## config.mk

```make
export PLATFORM = sky130hd
export DESIGN_NAME = regfile_wr_arbiter
export DESIGN_NICKNAME = d
export VERILOG_FILES = /design/src/rtl/regfile_wr_arbiter.sv
export SDC_FILE = /design/constraint.sdc
export NUM_CORES = 1
export LEC_CHECK = 0
export CAP_MARGIN = 40
export CORE_UTILIZATION = 50
export DETAILED_ROUTE_END_ITERATION = 10
export PLACE_DENSITY = 0.76
export SYNTH_ARGS = -nofsm -noshare
export SYNTH_HDL_FRONTEND = slang
export SYNTH_SLANG_ARGS = --single-unit
```

## constraint.sdc

```tcl
create_clock -name clk -period 4.9 [get_ports clk]
set_input_delay 0.98 -clock clk [delete_from_list [all_inputs] [get_ports clk]]
set_output_delay 0.98 -clock clk [all_outputs]
set_load 0.005 [all_outputs]
```

## src/rtl/regfile_wr_arbiter.sv

```systemverilog
// ---------------------------------------------------------------------------
// regfile_wr_arbiter
//
// Shares the single write port of the 32x32 register file between two
// writeback requesters.  Each requester owns a one-entry holding slot fed by
// a valid/ready handshake.  An arbiter drains the slots onto the registered
// write-port outputs at one write per cycle.
//
// Writes to r0 are accepted and then discarded, because r0 is never written.
//
// Build option:
//   RFARB_FIXED_PRIO_EN  When defined, A always wins if both slots are full.
//                        Continuous A traffic can starve B.
//                        When undefined (default), the arbiter alternates
//                        between A and B when both slots are full.
//
// Ports:
//   clk                        rising-edge clock
//   reset                      asynchronous, active-high; clears all state
//   a_valid/a_ready            requester A handshake
//   a_addr/a_data              requester A destination register and data
//   b_valid/b_ready            requester B handshake
//   b_addr/b_data              requester B destination register and data
//   D_En/D_Addr/D              registered register-file write port
//   idle                       both slots empty and no write in flight
// ---------------------------------------------------------------------------
module regfile_wr_arbiter #(
  parameter int DATA_W = 32,
  parameter int ADDR_W = 5
) (
  input  logic              clk,
  input  logic              reset,
  input  logic              a_valid,
  output logic              a_ready,
  input  logic [ADDR_W-1:0] a_addr,
  input  logic [DATA_W-1:0] a_data,
  input  logic              b_valid,
  output logic              b_ready,
  input  logic [ADDR_W-1:0] b_addr,
  input  logic [DATA_W-1:0] b_data,
  output logic              D_En,
  output logic [ADDR_W-1:0] D_Addr,
  output logic [DATA_W-1:0] D,
  output logic              idle
);

  typedef enum logic {
    GRANT_A = 1'b0,
    GRANT_B = 1'b1
  } grant_e;

  logic              slot_a_full_q, slot_a_full_d;
  logic [ADDR_W-1:0] slot_a_addr_q, slot_a_addr_d;
  logic [DATA_W-1:0] slot_a_data_q, slot_a_data_d;
  logic              slot_b_full_q, slot_b_full_d;
  logic [ADDR_W-1:0] slot_b_addr_q, slot_b_addr_d;
  logic [DATA_W-1:0] slot_b_data_q, slot_b_data_d;
  grant_e            last_grant_q, last_grant_d;
  logic              d_en_q, d_en_d;
  logic [ADDR_W-1:0] d_addr_q, d_addr_d;
  logic [DATA_W-1:0] d_data_q, d_data_d;

  logic grant_a, grant_b;
  logic accept_a, accept_b;

  // Grant depends only on registered slot state, so ready never depends
  // combinationally on valid.
  always_comb begin
`ifdef RFARB_FIXED_PRIO_EN
    grant_a = slot_a_full_q;
`else
    grant_a = slot_a_full_q && (!slot_b_full_q || (last_grant_q == GRANT_B));
`endif
    grant_b = slot_b_full_q && !grant_a;
  end

  // A slot being drained this edge can be refilled on the same edge.
  assign a_ready  = !slot_a_full_q || grant_a;
  assign b_ready  = !slot_b_full_q || grant_b;
  assign accept_a = a_valid && a_ready;
  assign accept_b = b_valid && b_ready;

  always_comb begin
    slot_a_full_d = slot_a_full_q;
    slot_a_addr_d = slot_a_addr_q;
    slot_a_data_d = slot_a_data_q;
    slot_b_full_d = slot_b_full_q;
    slot_b_addr_d = slot_b_addr_q;
    slot_b_data_d = slot_b_data_q;
    last_grant_d  = last_grant_q;
    d_en_d        = grant_a || grant_b;
    d_addr_d      = d_addr_q;
    d_data_d      = d_data_q;

    if (grant_a) begin
      slot_a_full_d = 1'b0;
      d_addr_d      = slot_a_addr_q;
      d_data_d      = slot_a_data_q;
      last_grant_d  = GRANT_A;
    end else if (grant_b) begin
      slot_b_full_d = 1'b0;
      d_addr_d      = slot_b_addr_q;
      d_data_d      = slot_b_data_q;
      last_grant_d  = GRANT_B;
    end

    // An accept overrides the grant's clear.  An r0 request leaves the slot
    // empty.
    if (accept_a) begin
      slot_a_full_d = (a_addr != '0);
      slot_a_addr_d = a_addr;
      slot_a_data_d = a_data;
    end
    if (accept_b) begin
      slot_b_full_d = (b_addr != '0);
      slot_b_addr_d = b_addr;
      slot_b_data_d = b_data;
    end
  end

  always_ff @(posedge clk or posedge reset) begin
    if (reset) begin
      slot_a_full_q <= 1'b0;
      slot_a_addr_q <= '0;
      slot_a_data_q <= '0;
      slot_b_full_q <= 1'b0;
      slot_b_addr_q <= '0;
      slot_b_data_q <= '0;
      last_grant_q  <= GRANT_B;
      d_en_q        <= 1'b0;
      d_addr_q      <= '0;
      d_data_q      <= '0;
    end else begin
      slot_a_full_q <= slot_a_full_d;
      slot_a_addr_q <= slot_a_addr_d;
      slot_a_data_q <= slot_a_data_d;
      slot_b_full_q <= slot_b_full_d;
      slot_b_addr_q <= slot_b_addr_d;
      slot_b_data_q <= slot_b_data_d;
      last_grant_q  <= last_grant_d;
      d_en_q        <= d_en_d;
      d_addr_q      <= d_addr_d;
      d_data_q      <= d_data_d;
    end
  end

  assign D_En   = d_en_q;
  assign D_Addr = d_addr_q;
  assign D      = d_data_q;
  assign idle   = !slot_a_full_q && !slot_b_full_q && !d_en_q;

endmodule

```

Word-level counts from Yosys, hierarchy flattened
Index checks and enable logic that the tools add are counted.
{ "op_classes": {"n_eq_ne": 1, "muxes": 11, "n_reduce_logical": 20} }
{ "ops": {"columns": ["op", "count"], "rows": [
  ["$mux W32", 2],
  ["$mux W5", 2],
  ["$reduce_bool A5 Y1", 2],
  ["$mux W1", 7],
  ["$logic_and A1 B1 Y1", 6],
  ["$reduce_bool A2 Y1", 3],
  ["$logic_not A1 Y1", 4],
  ["$logic_or A1 B1 Y1", 4],
  ["$ne A2 B1 Y1 const B", 1],
  ["$reduce_and A2 Y1", 1]
]} }
{ "totals": {"regBits": 115, "out_inout_bits": 41, "word_cells": 42} }

Longest topological paths before layout
{ "logic_depth": {"depth_word": 9, "mapped_depth": 5, "depth_no_buf": 3} }

Least setup slack after synthesis
OpenSTA, ideal clock, no wires.
{ "synth_path": {"kind": "register -> output", "start": "register slot_b_full_q", "end": "output port idle", "arrival_ns": 1.163, "t_required_ns": 3.920, "slack_ns": 2.757, "stages_incl_launch_ff": 6, "path_buffers": 3, "cell_sequence": "dfrtp_1 > buf_6 > buf_6 > buf_6 > or2_2 > nor2_1"} }
{ "synth_between": {"elab_chain_cells": 3} }
{ "synth_rtl": {"columns": ["element", "line_no", "source"], "rows": [
  ["start: declaration", "55", "logic slot_b_full_q, slot_b_full_d;"],
  ["start signal: assignment", "137", "slot_b_full_q <= slot_b_full_d;"],
  ["$logic_not A1 Y1", "150", "assign idle = !slot_a_full_q && !slot_b_full_q && !d_en_q;"],
  ["$logic_and A1 B1 Y1 (2 in a row)", "150", null],
  ["end: declaration", "44", "output logic idle"]
]} }
Every way passes these cells.

Worst setup path in the final report
Same ends and word-level chain as after synthesis.

==> run metrics <==
leading post-synthesis cells by cell area=dfrtp_1 (57%), mux2_2 (19%), mux2_4 (14%); area grow syn2layout=37.0%; Worst R2R Setup Slack=around 2600 ps; IO buf count=118; clock skew=7.36 ps; vias in the first global route=3180; hold path endpoint=D[1]; Synth top area share=0.568; synthesized area=5030 sq um; Worst-path clk slew=50 ps; CTS root buf=clkbuf_8; largest net degree at the start of global routing=68; First-pass DRT Iterations=4; Iter 0 DRT Violations=62; Worst Hold Class=reg -> reg; vias=2860; YS warnings=0; Final Hold Vio Count=0; n_diodes=0; Yosys reg bits=between 100 and 150; Detailed Route WL=10000 um; average size of a mapped cell=17.1 sq um; CTS max path bufs=2; Max H-tree Level=4; startpoint types=flip-flop; initial antenna violation count=0; r2r endpoint=D[19]; TritonCTS Buffers=17; # resized after CTS=0; TNS Setup=0 ps; crit end category=output pin; Max FO, Critical Path=19; post-layout minimum cycle time=between 3000 and 4000 ps; DP HPWL=6220 um; GRT Total Usage=0.209; RR Startpoint=slot_b_full_q; share of layout cells above drive strength 1=0.404; r2r worst-path depth=4; max cap viols=0; pins over their slew limit=0; Fill cells=between 600 and 700; Largest stage delay, worst path=roughly 600 ps; global-route wire length before repair=15900 um; GR Overflow Total=0; Final nets=approximately 500; Non-Filler Instances=566; dpl cells=~540; syn nets=around 370; Initial Util=0.514; worst slew pin tran=approximately 830 ps; status=complete, no violations; clk_lat worst skew=500 ps; static leakage=between 2 and 3 nW; Crit Path Class=reg -> out; Distinct cells, synth=21; RSZ-0062 raised after global routing=false; Rel. slew slack=0.449; WP buf/inv=1; CP arrival=2070 ps; Worst EP required=3920 ps; power density cells=roughly 580 nW/um^2; Synth Instances=294; post-DR wirelength/cell=17.7 um; clk sinks=115; sequential-to-total area share from yosys stat=0.573; setup bufs post-CTS=0; period utilization=0.623; CTS tree=yes; Die Span Y=between 100 and 150 um; Setup-failing EPs final=0; Hold Path Stages=1; core area=a little under 10000 sq um; cell taking the most area after synthesis=dfrtp_1; Top Family by Delay on Critical Path=flip-flops; Vias/cell=a little over 5; Die ar.=10500 sq um; I/O Pins=119; Hold Crit Start=slot_a_data_q[1]; Final ANT Viol Nets=0; # hold bufs at CTS=0; # rows=36; chip width=102 um; Fmax=328 MHz; Worst path slowest cell=dfrtp_2; critical-path cell list=or2_2 > nor2_1 > clkdlybuf4s50_1; gpl congestion=0.734; maximum ir drop on the vdd rail=between 400 and 500 uV; DRC Markers=0
## cells in the mapped netlist
library cell and count:
buf_2 2, nand3b_4 1, inv_2 1, nand2_1 2, o21ai_4 1, a21oi_1 1, inv_1 1, dfstp_2 1
nand2_8 1, buf_6 9, mux2_4 46, or2_2 1, o21ai_0 2, nand2_4 1, mux2_2 85, nor2_1 2
dfrtp_1 114, or4_1 2, nand3_2 1, mux2_1 17, buf_12 3
## registers in the layout, indices dropped and copies added, names as in the netlist
name and cells:
D 32, slot_b_full_q 1, slot_a_data_q 32, slot_b_data_q 32, slot_a_full_q 1, slot_b_addr_q 5
D_Addr 5, D_En 1, last_grant_q 1, slot_a_addr_q 5
## routing by layer
layer	part of all wire	global-route usage
met5	0	0
met4	0.0084	0.0593
met3	0.052	0.0609
met2	0.49	0.341
met1	0.45	0.274
## cell type report
class	count	area, sq um	area share
clock buffers	22	473	0.0687
flip-flops and latches	115	2880	0.418
inverters	2	10.0	0.00145
clock inverters	9	175	0.0254
multi-input cells	163	1970	0.286
repair buffers	122	1210	0.176
well taps	133	166	0.0242
## worst reg2reg max path, stage by stage, from the launching register on
cell	delay (ps)
dfrtp_2	690
inv_2	80
o21ai_4	590
buf_4	460
mux2_2	390
## where the power goes
| part | internal [mW] | switching (mW) |
|---|---|---|
| logic | 0.810 | 0.362 |
| clock network | 0.926 | 0.412 |
| registers | 1.28 | 0.195 |
## per-stage QoR
step | util | instance area, sq um | total power [mW] | setup WS [ps] | hold slack, ps
2_1_floorplan | - | 5030 | 2.17 | 878 | 452
3_3_place_gp | 0.638 | 6240 | 2.63 | 2340 | 465
3_5_place_dp | 0.638 | 6240 | 2.66 | 2330 | 474
4_1_cts | 0.704 | 6880 | 4.02 | 1830 | 489
5_1_grt | 0.704 | 6880 | 4.18 | 1740 | 512
6_report | 0.704 | 6880 | 3.98 | 1850 | 484
## kinds of logic (layout without fill, tap and decap cells)
family | after synthesis | after routing | share of synthesized area
AOI/OAI and AO/OA | 4 | 4 | 0.00622
buffers and inverters | 16 | 155 | 0.0356
DFF | 115 | 115 | 0.573
muxes | 148 | 148 | 0.366
and+or+nand+nor | 11 | 11 | 0.0194
## worst max-delay path by stage
stage / from / to / slack (ps) / cells past startpoint
2_1_floorplan: reset / D[0] / 880 / 1
3_3_place_gp: reset / last_grant_q / 2340 / 3
3_5_place_dp: reset / slot_b_full_q / 2330 / 3
4_1_cts: slot_b_full_q / idle / 1830 / 3
5_1_grt: slot_b_full_q / idle / 1740 / 3
6_report: slot_b_full_q / idle / 1850 / 3
## cells in the final DEF (no fill, tap or decap), drive strengths merged
cell / instances
nor2: 2
nand2: 4
a21oi: 1
o21ai: 3
clkbuf: 22
dfrtp: 114
mux2: 148
clkinvlp: 2
bufinv: 5
dfstp: 1
clkinv: 2
inv: 2
or4: 2
buf: 4
clkdlybuf4s50: 118
nand3b: 1
or2: 1
nand3: 1
No activity file was read; power rests on OpenSTA's default activity.
